==> src/rtl/mac_csa_pipe.sv <==
// Pipelined unsigned multiply-accumulate: 3:2 counter tree per product, carry-save
// accumulation across a group, and a single carry-propagate add at group end.
module mac_csa_pipe #(
  parameter int unsigned W = 12,
  parameter int unsigned E = 4,
  localparam int unsigned AW = 2*W + E
) (
  input  logic          clk,
  input  logic          reset,
  input  logic          in_valid,
  input  logic          in_first,
  input  logic          in_last,
  input  logic [W-1:0]  in_a,
  input  logic [W-1:0]  in_b,
  output logic          out_valid,
  output logic [AW-1:0] out_data,
  output logic          out_ovf
);

  localparam int unsigned PW = 2*W;
  localparam int unsigned CW = E + 2;
  localparam int unsigned NV = 3*W;
  localparam logic [CW-1:0] CNT_MAX = CW'((1 << E) + 1);
  localparam logic [CW-1:0] CNT_LIM = CW'(1 << E);

  // S1 input register
  logic          r_v1, r_first1, r_last1;
  logic [W-1:0]  r_a1, r_b1;

  always_ff @(posedge clk) begin
    if (reset) begin
      r_v1     <= 1'b0;
      r_first1 <= 1'b0;
      r_last1  <= 1'b0;
      r_a1     <= '0;
      r_b1     <= '0;
    end else begin
      r_v1     <= in_valid;
      r_first1 <= in_first;
      r_last1  <= in_last;
      r_a1     <= in_a;
      r_b1     <= in_b;
    end
  end

  // S2 partial products reduced level by level with vector 3:2 counters (Wallace style)
  logic [PW-1:0] w_s2, w_c2;

  always_comb begin : p_tree
    logic [PW-1:0] vec [NV];
    logic [PW-1:0] nxt [NV];
    int n;
    for (int k = 0; k < int'(NV); k++) begin
      vec[k] = '0;
      nxt[k] = '0;
    end
    for (int i = 0; i < int'(W); i++) begin
      vec[i] = PW'(r_a1 & {W{r_b1[i]}}) << i;
    end
    n = int'(W);
    for (int l = 0; l < int'(W); l++) begin
      if (n > 2) begin
        for (int k = 0; k < int'(NV); k++) begin
          nxt[k] = '0;
        end
        for (int g = 0; g < int'(W); g++) begin
          if (g < n / 3) begin
            nxt[2*g]   = vec[3*g] ^ vec[3*g+1] ^ vec[3*g+2];
            nxt[2*g+1] = ((vec[3*g] & vec[3*g+1]) | (vec[3*g] & vec[3*g+2]) |
                          (vec[3*g+1] & vec[3*g+2])) << 1;
          end
        end
        for (int r = 0; r < 2; r++) begin
          if (r < n % 3) begin
            nxt[2*(n/3)+r] = vec[3*(n/3)+r];
          end
        end
        n = 2*(n/3) + n%3;
        for (int k = 0; k < int'(NV); k++) begin
          vec[k] = nxt[k];
        end
      end
    end
    w_s2 = vec[0];
    w_c2 = vec[1];
  end

  logic          r_v2, r_first2, r_last2;
  logic [PW-1:0] r_s2, r_c2;

  always_ff @(posedge clk) begin
    if (reset) begin
      r_v2     <= 1'b0;
      r_first2 <= 1'b0;
      r_last2  <= 1'b0;
      r_s2     <= '0;
      r_c2     <= '0;
    end else begin
      r_v2     <= r_v1;
      r_first2 <= r_first1;
      r_last2  <= r_last1;
      r_s2     <= w_s2;
      r_c2     <= w_c2;
    end
  end

  // S3 carry-save accumulate: two stacked 3:2 levels form the 4:2 compressor
  logic [AW-1:0] r_acc_s, r_acc_c;
  logic [CW-1:0] r_cnt;
  logic [AW-1:0] w_es, w_ec, w_ts, w_tc, w_ns, w_nc;
  logic [AW-1:0] w_acc_s_nx, w_acc_c_nx;
  logic [CW-1:0] w_cnt_nx;

  always_comb begin
    w_es = AW'(r_s2);
    w_ec = AW'(r_c2);
    w_ts = r_acc_s ^ r_acc_c ^ w_es;
    w_tc = ((r_acc_s & r_acc_c) | (r_acc_s & w_es) | (r_acc_c & w_es)) << 1;
    w_ns = w_ts ^ w_tc ^ w_ec;
    w_nc = ((w_ts & w_tc) | (w_ts & w_ec) | (w_tc & w_ec)) << 1;
    if (r_first2) begin
      w_acc_s_nx = w_es;
      w_acc_c_nx = w_ec;
      w_cnt_nx   = CW'(1);
    end else begin
      w_acc_s_nx = w_ns;
      w_acc_c_nx = w_nc;
      w_cnt_nx   = (r_cnt == CNT_MAX) ? r_cnt : r_cnt + CW'(1);
    end
  end

  logic          r_v3;
  logic [AW-1:0] r_snap_s, r_snap_c;
  logic [CW-1:0] r_snap_cnt;

  always_ff @(posedge clk) begin
    if (reset) begin
      r_acc_s    <= '0;
      r_acc_c    <= '0;
      r_cnt      <= '0;
      r_v3       <= 1'b0;
      r_snap_s   <= '0;
      r_snap_c   <= '0;
      r_snap_cnt <= '0;
    end else begin
      r_v3 <= 1'b0;
      if (r_v2) begin
        if (r_last2) begin
          // Hand the group to S4 and restart from zero for a possible implicit start
          r_snap_s   <= w_acc_s_nx;
          r_snap_c   <= w_acc_c_nx;
          r_snap_cnt <= w_cnt_nx;
          r_v3       <= 1'b1;
          r_acc_s    <= '0;
          r_acc_c    <= '0;
          r_cnt      <= '0;
        end else begin
          r_acc_s <= w_acc_s_nx;
          r_acc_c <= w_acc_c_nx;
          r_cnt   <= w_cnt_nx;
        end
      end
    end
  end

  // S4 the only carry-propagate add in the unit
  always_ff @(posedge clk) begin
    if (reset) begin
      out_valid <= 1'b0;
      out_data  <= '0;
      out_ovf   <= 1'b0;
    end else begin
      out_valid <= r_v3;
      if (r_v3) begin
        out_data <= r_snap_s + r_snap_c;
        out_ovf  <= (r_snap_cnt > CNT_LIM);
      end
    end
  end

endmodule
==> config.mk <==
export PLATFORM = sky130hd
export DESIGN_NAME = mac_csa_pipe
export DESIGN_NICKNAME = d
export VERILOG_FILES = /design/src/rtl/mac_csa_pipe.sv
export SDC_FILE = /design/constraint.sdc
export NUM_CORES = 1
export LEC_CHECK = 0
export BUFFER_PORTS_ARGS = -buffer_cell sky130_fd_sc_hd__buf_2
export CORE_UTILIZATION = 65
export DETAILED_ROUTE_END_ITERATION = 16
export PLACE_DENSITY = 0.83
export SKIP_LAST_GASP = 1
export SYNTH_ARGS = -nofsm -noshare
export SYNTH_HDL_FRONTEND = slang
export SYNTH_SLANG_ARGS = --single-unit
export TNS_END_PERCENT = 50
==> constraint.sdc <==
create_clock -name clk -period 7.4 [get_ports clk]
set_input_delay 0.37 -clock clk [delete_from_list [all_inputs] [get_ports clk]]
set_output_delay 0.37 -clock clk [all_outputs]
set_load 0.05 [all_outputs]
==> results of run 1 <==
[critical path, delay by kind of cell (launching register included)]
family | cells | cell delay [ns]
fa+ha+maj | 5 | 2.38
flops | 1 | 0.57
simple gates | 2 | 0.34
buf+inv | 2 | 0.12
[cell usage in the layout (no fill, tap or decap), drive strengths merged, types with 33 or more instances in the layout]
cell type / n
a211oi: 33
a21oi: 80
and2: 118
buf: 68
dfxtp: 223
fa: 143
ha: 74
inv: 98
mux2i: 64
nand2: 77
nor2: 179
nor2b: 104
[path summary, 6_finish.rpt]
path / startpoint / slack, ns / depth (start not counted) / endpoint
setup reg to reg: r_b1[6] / 3.83 / 9 / r_s2[11]
hold reg to reg: r_first1 / 0.44 / 1 / r_first2
setup / recovery: r_b1[6] / 3.83 / 9 / r_s2[11]
hold / removal: in_a[4] / 0.06 / 2 / r_a1[4]
[sequential cells by signal (all words and copies together), names as in the netlist]
signal and cells:
out_data 28, r_acc_s 28, r_snap_s 28, r_acc_c 26
r_snap_c 26, r_s2 24, r_c2 18, r_a1 12
r_b1 12, r_cnt 6, r_snap_cnt 6, out_ovf 1
out_valid 1, r_first1 1, r_first2 1, r_last1 1
r_last2 1, r_v1 1, r_v2 1, r_v3 1
[cell families (layout without fill, tap and decap cells)]
kind of cell / Yosys count / after routing
mux: 79 / 79
fa+ha+maj: 217 / 217
buf+inv: 191 / 210
xor+xnor: 19 / 19
simple gates: 567 / 567
flops: 223 / 223
compound gates: 175 / 175
[layer usage]
metal / vias up / track usage
li1: 4809 / -
met3: 56 / 0.03578
met5: - / 0
met1: 4874 / 0.3674
met4: 0 / 0.07959
met2: 291 / 0.4717
[final cells by class]
type / count / area, µm²
Timing Repair Buffer: 68 / 371.6
Clock buffer: 30 / 653.1
Sequential cell: 223 / 4467
Fill cell: 1564 / 5873
Inverter: 99 / 371.6
Multi-Input combinational cell: 1057 / 8806
Tap cell: 275 / 344.1
Clock inverter: 13 / 201.4
[power breakdown]
group | internal [mW] | switching (mW) | leakage [nW]
Sequential | 1.24 | 0.0491 | 1.81
Combinational | 0.138 | 0.168 | 4.54
Clock | 0.799 | 0.486 | 0.426
Total | 2.17 | 0.703 | 6.78
==> results.md, run 1 <==
* Slowest cell delay on critical path at 0.57 ns
* Synth Area in Adders at 0.2704
* Die ar. at 22,140 µm²
* First drt pass iteration count at 5
* Post-layout util at 0.7215
* Post-synth EDFFs at 0
* Synth Area per Inst at 9.524 µm²
* Met3 WL post-DR at 1.395 mm
* Clock sink count at approximately 220
* Clk buf depth at 3
* Largest family of logic cells by synthesized area: adder cells
* Worst setup EP type: flop
* Top FF cell, synth: dfxtp_1
* Cts bufs inserted at 24
* H-tree levels at 1
* Detailed placer's ending HPWL at 20.52 mm
* Post-CTS Hold Buffers at 0
* Worst clock skew at 0.01517 ns
* CORE AREA at 21,090 µm²
* Worst-margin pin slew at between 0.9 and 1 ns
* Placed instance count at 1,722
* Cell Area, Placed at 14,360 µm²
* Clock slew at reported path FFs at around 0.060 ns
* DR vias at 10,030
* Fin. Hold Viols at 0
* Die Height at 148.8 µm
* Syn_nets at 1,717
* Worst Path Class, Setup: flop to flop
* Fmax at approximately 280 MHz
* Max_slew headroom at 0.3695
* Pwr dens at 189.1 nW/µm²
* DRC violations left at 0
* CTS tree: done
* Postcts setup bufs at 0
* Layout cell share with drive strength beyond 1 at 0.09060
* Final setup margin at ~3.8 ns
* Multiplexer area fraction after synthesis at 0.05778
* Worst hold slack at 0.05558 ns
* CP startpoint kind: flop
* Largest net degree at the start of global routing at 96
* Final #Nets at 1,719
* Max layer used: met4
* Compound-cell area share of the yosys netlist at 0.08154
* Post_cts resized at 0
* Post-synthesis xor/xnor area fraction at 0.01188
* All-Layer GR Usage at 0.2759
* Synth top cells by count: dfxtp_1, nor2_1, fa_1
* Root buffer cell: clkbuf_16
* Arrival time at the worst endpoint at 3.94 ns
* Setup violators final at 0
* Number of global-route vias before repair at 10,210
* Crit-path slowest cell: dfxtp_1
* Crit Path Max Fanout at 12
* CP Cell Sequence: and2_1 -> fa_1 -> fa_1 -> inv_1 -> fa_1 -> fa_1 -> inv_1 -> fa_1 -> nor2b_1
* Worst skew pair latency at 0.53 ns
* First-pass GRT wire length at 49.27 mm
* Non-filler instance count after layout at 1,765
* Design Power at 2.877 mW
* Seq/Total Area, Yosys at 0.3187
* WL final at 29.12 mm
* P&R area growth vs syn at 8.601%
* Worst IR Drop VDD at 181.1 µV
* Final min period at 3.566 ns
* Area fraction of the dominant cell type after synthesis at 0.3187
* CP Data Required Time at 7.77 ns
* Synth unique cells at 64
* Routed WL per cell at 16.50 µm
* Metal2 WL at 13.93 mm
* Std cell rows at 53
* MaxCap Viol Count at 0
* Initial antenna violation count at 0
* Hold crit path type: primary input to flop
* Simple logic cell fraction of the synthesized area at 0.2068
* Most common cell in the netlist: dfxtp_1
* Met1 Wirelength at about 13 mm
* Status: complete, no violations
* Top post-synthesis cells by area: dfxtp_1, fa_1, ha_1, and2_1, nor2_1
* TNS Setup at 0 ns
* Synthesized area at 14,010 µm²
* Vias per inst at 5.683
* RSZ-0062 raised after global routing: no
* Ys async rst share at 0
* CP dominant cell by count: fa_1
* Final instance area at 15,210 µm²
* Total congestion overflow at 0
* I/O pins at 59
* Chip width at 148.8 µm
* Synth Register Bits at 223
* DRC marker count from the first detailed-route iteration at between 600 and 700
* Synth warn at 0
* Gate count of the mapped netlist at approximately 1,500
* Port Buf Inserts at 58
* GPL Wtd Cong at 0.8614
* Leakage Power at approximately 6.8 nW
* Initial Utilization at 0.6644
* Antenna cells at 0
* Synth area leader: dfxtp_1
* Post-place setup slack at 3.843 ns
* Final Slew Violations at 0
* Antenna Nets Post-Route at 0
* Period utilization at 0.4819
No activity file was read; power rests on OpenSTA's default activity.
==> run 2: changes to the inputs <==
--- a/config.mk
+++ b/config.mk
@@ -5,10 +5,11 @@
 export SDC_FILE = /design/constraint.sdc
 export NUM_CORES = 1
 export LEC_CHECK = 0
+export ABC_AREA = 1
 export BUFFER_PORTS_ARGS = -buffer_cell sky130_fd_sc_hd__buf_2
-export CORE_UTILIZATION = 65
+export CORE_UTILIZATION = 57
 export DETAILED_ROUTE_END_ITERATION = 16
-export PLACE_DENSITY = 0.83
+export PLACE_DENSITY = 0.77
 export SKIP_LAST_GASP = 1
 export SYNTH_ARGS = -nofsm -noshare
 export SYNTH_HDL_FRONTEND = slang
==> constraint.sdc (replaced) <==
create_clock -name clk -period 2.9 [get_ports clk]
set_input_delay 0.145 -clock clk [delete_from_list [all_inputs] [get_ports clk]]
set_output_delay 0.145 -clock clk [all_outputs]
set_load 0.05 [all_outputs]
==> run 2 against run 1 <==
The flow now finishes with violations (setup timing). Register-to-register slack worse by 4.3 ns. Critical path depth is 3 higher. Non-clock buffer count is 78 higher. Clock power grew to 2.7 times the previous value. Combinational power grew to 3.1 times the previous value. Wire length is 8.2% higher. Clock skew is 0.0044 ns lower. Count of clock-buffer cells in the layout is 1 higher. Flip-flop and latch count stayed put. Hold slack better by 0.17 ns. Global-route usage is 2.3 points lower. Synthesized cell count is 33% higher. Largest cell class unchanged. Largest power group is now the clock network.
==> results.md, run 2 <==
* Status: finished with violations
* Failing checks: setup timing
* Placed instance count at 2,307 (+34%)
* Cell Area, Placed at 15,400 µm² (+7.2%)
* CP startpoint kind: flop
* I/O pins at 59 (unchanged)
* Period utilization at 1.158 (+0.6760)
* Worst-margin pin slew at 0.8347 ns (-0.1111 ns)
* DRC violations left at 0 (unchanged)
* CTS tree: done
* Most common cell in the netlist: nand2_1
* Non-filler instance count after layout at 2,389 (+35%)
* Reg area at 4519 µm² (+1.2%)
* Post-place setup slack at -0.5395 ns (-4.382 ns)
* Hold crit path type: primary input to flop
* First drt pass iteration count at 5 (unchanged)
* GPL Wtd Cong at 0.8988 (+4.3%)
* Seq/Total Area, Yosys at 0.3055 (-0.01318)
* Detailed placer's ending HPWL at 22.70 mm (+11%)
* Final min period at 3.358 ns (-0.2081 ns)
* Multi-input logic area at 8449 µm² (-4.0%)
* Die ar. at 26,280 µm² (+19%)
* WL final at 31.51 mm (+8.2%)
* Fin. Hold Viols at 0 (unchanged)
* RSZ-0062 raised after global routing: yes
* Pwr dens at 453.8 nW/µm² (+140%)
* Routed WL per cell at 13.19 µm (-20%)
* Slowest cell delay on critical path at 0.55 ns (-0.02 ns)
* Fmax at 297.8 MHz (+6.2%)
* Synthesized area at 14,610 µm² (+4.3%)
* Synth top cells by count: nand2_1, inv_1, dfxtp_1
* Layout cell share with drive strength beyond 1 at 0.1365 (+0.04587)
* Synth warn at 0 (unchanged)
* CORE AREA at 25,180 µm² (+19%)
* Top post-synthesis cells by area: dfxtp_1, fa_1, nand2_1, inv_1, ha_1
* TNS Setup at -7.509 ns (-7.509 ns)
* Clock slew at reported path FFs at 0.06 ns (about the same)
* Arrival time at the worst endpoint at 3.81 ns (-0.13 ns)
* Post-layout util at 0.6686 (-0.05290)
* Number of global-route vias before repair at 11,960 (+17%)
* Clk buf depth at 3 (unchanged)
* CP Data Required Time at 3.35 ns (-4.42 ns)
* DR vias at 11,890 (+19%)
* Worst setup EP type: flop
* CP Cell Sequence: buf_12 -> nand2_4 -> inv_2 -> fa_1 -> fa_2 -> inv_2 -> fa_2 -> fa_1 -> inv_2 -> fa_2 -> inv_1 -> nor2_1
* Synth unique cells at 32 (-50%)
* MaxCap Viol Count at 0 (unchanged)
* Leakage Power at 8.895 nW (+31%)
* Port Buf Inserts at 58 (unchanged)
* Area fraction of the dominant cell type after synthesis at 0.3055 (-0.01318)
* Setup violators final at 28 (+28)
* Crit-path slowest cell: fa_2
* Final setup margin at -0.4577 ns (-4.292 ns)
* Clock sink count at 223 (unchanged)
* P&R area growth vs syn at 15.21%
* Synth Area per Inst at 7.464 µm² (-22%)
* Initial antenna violation count at 0 (unchanged)
* Final Slew Violations at 0 (unchanged)
* Die Height at 162.1 µm (+8.9%)
* # fillers at 2,075 (+33%)
* Final instance area at 16,840 µm² (+11%)
* Worst IR Drop VDD at 429.5 µV (+140%)
* Top FF cell, synth: dfxtp_1
* First-pass GRT wire length at 55.17 mm (+12%)
* Worst clock skew at 0.01075 ns (-0.004420 ns)
* Worst skew pair latency at 0.53 ns (about the same)
* Largest net degree at the start of global routing at 159 (+66%)
* Synth Register Bits at 223 (unchanged)
* Antenna Nets Post-Route at 0 (unchanged)
* Cts bufs inserted at 25 (+4.2%)
* Initial Utilization at 0.5803 (-0.08401)
* Synth area leader: dfxtp_1
* Total congestion overflow at 0 (unchanged)
* Worst Path Class, Setup: flop to flop
* H-tree levels at 1 (unchanged)
* Most common cell after layout, fill and taps aside: nand2_1
* Antenna cells at 0 (unchanged)
* Gate count of the mapped netlist at 1,958 (+33%)
* DRC marker count from the first detailed-route iteration at 722 (+18%)
* Syn_nets at 2,204 (+28%)
* Chip width at 162.1 µm (+8.9%)
* Root buffer cell: clkbuf_16
* All-Layer GR Usage at 0.2531 (-0.02273)
* Ys async rst share at 0 (unchanged)
* Vias per inst at 4.977 (-12%)
* Crit Path Max Fanout at 7 (-5)
* Most frequent cells in the layout: nand2_1, inv_1, dfxtp_1
* Std cell rows at 58 (+9.4%)
* Largest regs: out_data (28), r_acc_s (28), r_snap_s (28)
* Max_slew headroom at 0.4430 (+0.07347)
* Post-synth EDFFs at 0 (unchanged)
* Final #Nets at 2,288 (+33%)
-- run 2: cell count changes in the layout (fill, tap and decap cells not counted), moves of 33 or more --
cell	delta
nand3_1	+33
and2_1	-116
inv_2	+35
a211oi_1	-33
nand2_1	+465
o21ai_0	+71
nor2b_1	-104
buf_4	+39
inv_1	+252
a31oi_1	+39
mux2i_1	-64
-- run 2: logic make-up (layout without fill, tap and decap cells) --
family                   Yosys count  count (layout)  share of synthesized area
flip-flops                       223             223                     0.3055
adder cells (fa/ha/maj)          217             217                     0.2592
AO/OA/AOI/OAI                    223             223                    0.08065
buffers and inverters            474             575                     0.1239
AND/OR/NAND/NOR                  807             807                     0.2223
XOR/XNOR                          14              14                   0.008391
-- run 2: final timing paths --
path                               start        to  slack, ns  cells after the start
worst max-delay path             r_b1[8]  r_s2[14]      -0.46                     12
worst min-delay path               reset  r_s2[23]       0.23                      3
worst max register to register   r_b1[8]  r_s2[14]      -0.46                     12
worst min register to register  r_first1  r_first2       0.39                      2
-- run 2: final cells by class --
| type | instances | area share |
|---|---|---|
| Multi-Input combinational cell | 1261 | 0.5019 |
| Tap cell | 330 | 0.02452 |
| Sequential cell | 223 | 0.2684 |
| Clock inverter | 13 | 0.01286 |
| Timing Repair Buffer | 146 | 0.06562 |
| Clock buffer | 31 | 0.04087 |
| Inverter | 385 | 0.08584 |
-- run 2: power breakdown --
part	switching, mW	internal, mW
sequential	0.109	3.16
clock	1.30	2.14
combinational	0.544	0.397
-- run 2: metal layers --
| layer | track usage | part of all wire |
|---|---|---|
| met5 | 0 | 0 |
| met4 | 0.07118 | 0.022 |
| met3 | 0.02835 | 0.047 |
| met2 | 0.4311 | 0.48 |
| met1 | 0.3405 | 0.46 |
-- run 2: repair_timing --
action,4_1_cts,5_1_grt
resized for setup,34,62
hold endpoints to repair,27,0
endpoints found under the setup margin,28,29
pin swaps,8,26
setup buffers,4,8
hold buffers,27,0
gates cloned,0,0
-- run 2: per-stage QoR --
stage	power (mW)	hold slack (ns)
finish	7.641	0.2254
floorplan	3.948	0.2446
global placement	4.133	0.3434
global route	8.002	0.2581
detailed placement	4.190	0.3500
CTS	7.654	0.2473
-- run 2: worst max-delay path: cells and delay by family (launching register included) --
kind | cells | cell delay (ns)
adders and majority gates | 5 | 2.47
DFF | 1 | 0.38
and+or+nand+nor | 2 | 0.13
buffers and inverters | 5 | 0.29
==> run 3: changes to the inputs <==
--- a/config.mk
+++ b/config.mk
@@ -7,9 +7,11 @@
 export LEC_CHECK = 0
 export ABC_AREA = 1
 export BUFFER_PORTS_ARGS = -buffer_cell sky130_fd_sc_hd__buf_2
-export CORE_UTILIZATION = 57
+export CELL_PAD_IN_SITES_DETAIL_PLACEMENT = 1
+export CELL_PAD_IN_SITES_GLOBAL_PLACEMENT = 1
+export CORE_UTILIZATION = 47
 export DETAILED_ROUTE_END_ITERATION = 16
-export PLACE_DENSITY = 0.77
+export PLACE_DENSITY_LB_ADDON = 0.1
 export SKIP_LAST_GASP = 1
 export SYNTH_ARGS = -nofsm -noshare
 export SYNTH_HDL_FRONTEND = slang
==> constraint.sdc (replaced) <==
create_clock -name clk -period 3.5 [get_ports clk]
set_input_delay 0.175 -clock clk [delete_from_list [all_inputs] [get_ports clk]]
set_output_delay 0.175 -clock clk [all_outputs]
set_load 0.05 [all_outputs]
==> run 3 against run 2 <==
The run now ends clean. Clock power shrank 20%. Fmax down 1.3%. Wire length is 15% higher. Combinational power decreased by 25%. Sequential share of layout area is 0.50 points higher. Clock skew grew 0.011 ns. Core utilization down 13 points. Cell count up 1.5%. Count of clock-buffer cells in the layout rose by 5. Design area down 2.4%. Critical endpoint is now r_s2[16]. Largest cell class unchanged. Largest power group unchanged.
==> results.md, run 3 (synthesized netlist as in run 2, its figures left out) <==
* Status: complete, no violations
* Clock sink count at 223 (unchanged)
* CP Data Required Time at 3.89 ns (+0.54 ns)
* Die ar. at 31,800 µm² (+21%)
* Root buffer cell: clkbuf_16
* Fin. Hold Viols at 0 (unchanged)
* DRC marker count from the first detailed-route iteration at 449 (-38%)
* Final min period at 3.403 ns (+0.04507 ns)
* Total congestion overflow at 0 (unchanged)
* Pwr dens at 375.8 nW/µm² (-17%)
* Setup violators final at 0 (-100%)
* Arrival time at the worst endpoint at 3.80 ns (about the same)
* Period utilization at 0.9722 (-0.1856)
* Most frequent cells in the layout: nand2_1, inv_1, dfxtp_1
* MaxCap Viol Count at 0 (unchanged)
* Post-layout util at 0.5373 (-0.1313)
* WL final at 36.27 mm (+15%)
* Std cell rows at 64 (+10%)
* Layout cell share with drive strength beyond 1 at 0.08970 (-0.04677)
* Worst clock skew at 0.02222 ns (+0.01146 ns)
* Max_slew headroom at 0.4246 (-0.01837)
* Antenna Nets Post-Route at 0 (unchanged)
* Chip width at 178.3 µm (+10%)
* Cts bufs inserted at 27 (+8.0%)
* CP startpoint kind: flop
* Initial Utilization at 0.4777 (-0.1026)
* DR vias at 11,950 (+0.54%)
* Antenna cells at 0 (unchanged)
* Detailed placer's ending HPWL at 27.22 mm (+20%)
* Port Buf Inserts at 58 (unchanged)
* Crit Path Max Fanout at 9 (+2)
* Worst skew pair latency at 0.55 ns (+0.02 ns)
* Worst-margin pin slew at 0.8610 ns (+0.02638 ns)
* Largest net degree at the start of global routing at 78 (-51%)
* GPL Wtd Cong at 0.8855 (-1.5%)
* Worst Path Class, Setup: flop to flop
* Initial antenna violation count at 0 (unchanged)
* Routed WL per cell at 14.96 µm (+13%)
* H-tree levels at 1 (unchanged)
* Worst IR Drop VDD at 327.1 µV (-24%)
* P&R area growth vs syn at 12.46%
* Leakage Power at 8.736 nW (-1.8%)
* Die Height at 178.3 µm (+10%)
* DRC violations left at 0 (unchanged)
* Clock slew at reported path FFs at 0.05 ns (about the same)
* All-Layer GR Usage at 0.2412 (-0.01196)
* Cell Area, Placed at 15,260 µm² (-0.86%)
* First drt pass iteration count at 5 (unchanged)
* Fmax at 293.9 MHz (-1.3%)
* Clk buf depth at 3 (unchanged)
* Vias per inst at 4.929 (-0.95%)
* Final Slew Violations at 0 (unchanged)
* CORE AREA at 30,590 µm² (+21%)
* CTS tree: done
* RSZ-0062 raised after global routing: yes
* Number of global-route vias before repair at 12,950 (+8.3%)
* Hold crit path type: primary input to flop
* Final instance area at 16,430 µm² (-2.4%)
* Largest regs: out_data (28), r_acc_s (28), r_snap_s (28)
* Worst setup EP type: flop
* First-pass GRT wire length at 62.09 mm (+13%)
* Postcts setup bufs at 0 (-4)
* Most common cell after layout, fill and taps aside: nand2_1
* Post-place setup slack at -0.03264 ns (+0.5069 ns)
* Final setup margin at 0.09722 ns (+0.5549 ns)
* I/O pins at 59 (unchanged)
* Final #Nets at 2,258 (-1.3%)
-- run 3: cell count changes in the layout (fill, tap and decap cells not counted), sizes merged --
cell | previous run | this run
buf | 119 | 87
clkbuf | 31 | 36
bufinv | 5 | 2
clkinv | 2 | 5
clkinvlp | 3 | 1
inv | 388 | 387
-- run 3: timing repair --
item,4_1_cts,5_1_grt
setup endpoints to repair,5,16
cloned,0,0
hold buffers,27,0
hold endpoints to repair,27,0
resized for setup,2,17
pin swaps,0,1
-- run 3: path summary, 6_finish.rpt --
| kind | from | end | slack (ns) | cells past startpoint |
|---|---|---|---|---|
| hold reg to reg | r_last1 | r_last2 | 0.41 | 2 |
| hold / removal | reset | r_v3 | 0.11 | 2 |
| setup / recovery | r_a1[7] | r_s2[16] | 0.1 | 12 |
| setup reg to reg | r_a1[7] | r_s2[16] | 0.1 | 12 |
-- run 3: power breakdown --
part | switching, mW | internal [mW] | total (mW)
clock | 1.09 | 1.66 | 2.75
combinational | 0.427 | 0.283 | 0.710
sequential | 0.101 | 2.62 | 2.72
total | 1.61 | 4.56 | 6.18
-- run 3: critical path, stage by stage (launching register included) --
cell and delay (ns):
dfxtp_2 0.38, buf_4 0.16, nand2_1 0.06, inv_1 0.05, fa_1 0.53, inv_1 0.05
fa_1 0.42, fa_1 0.48, fa_1 0.55, inv_1 0.05, fa_1 0.43, inv_1 0.07
nor2_1 0.03
-- run 3: layer usage --
| layer | track usage | part of all wire | vias up | wire, µm |
|---|---|---|---|---|
| met5 | 0 | 0 | - | 0 |
| met3 | 0.02536 | 0.024 | 54 | 880 |
| li1 | - | - | 5975 | - |
| met2 | 0.4440 | 0.50 | 139 | 18080 |
| met4 | 0.05226 | 0.020 | 0 | 743 |
| met1 | 0.3015 | 0.46 | 5785 | 16560 |
-- run 3: layout make-up --
type                            instances  area (µm²)
Clock inverter                         10       113.9
Fill cell                            3892       14150
Sequential cell                       223        4493
Timing Repair Buffer                  114       780.7
Clock buffer                           36       759.5
Tap cell                              396       495.5
Multi-Input combinational cell       1261        8347
Inverter                              385        1445
-- run 3: through the flow --
stage          std cells  power [mW]  setup TNS, ns  hold WS, ns
6_report            2425       6.177              0       0.1132
5_1_grt             2425       6.496              0       0.1315
4_1_cts             2425       6.272      -0.001903      0.09159
3_5_place_dp        2352       3.470       -0.04181       0.3841
3_3_place_gp        2352       3.421              0       0.3737
2_1_floorplan       1958       3.251              0       0.2820
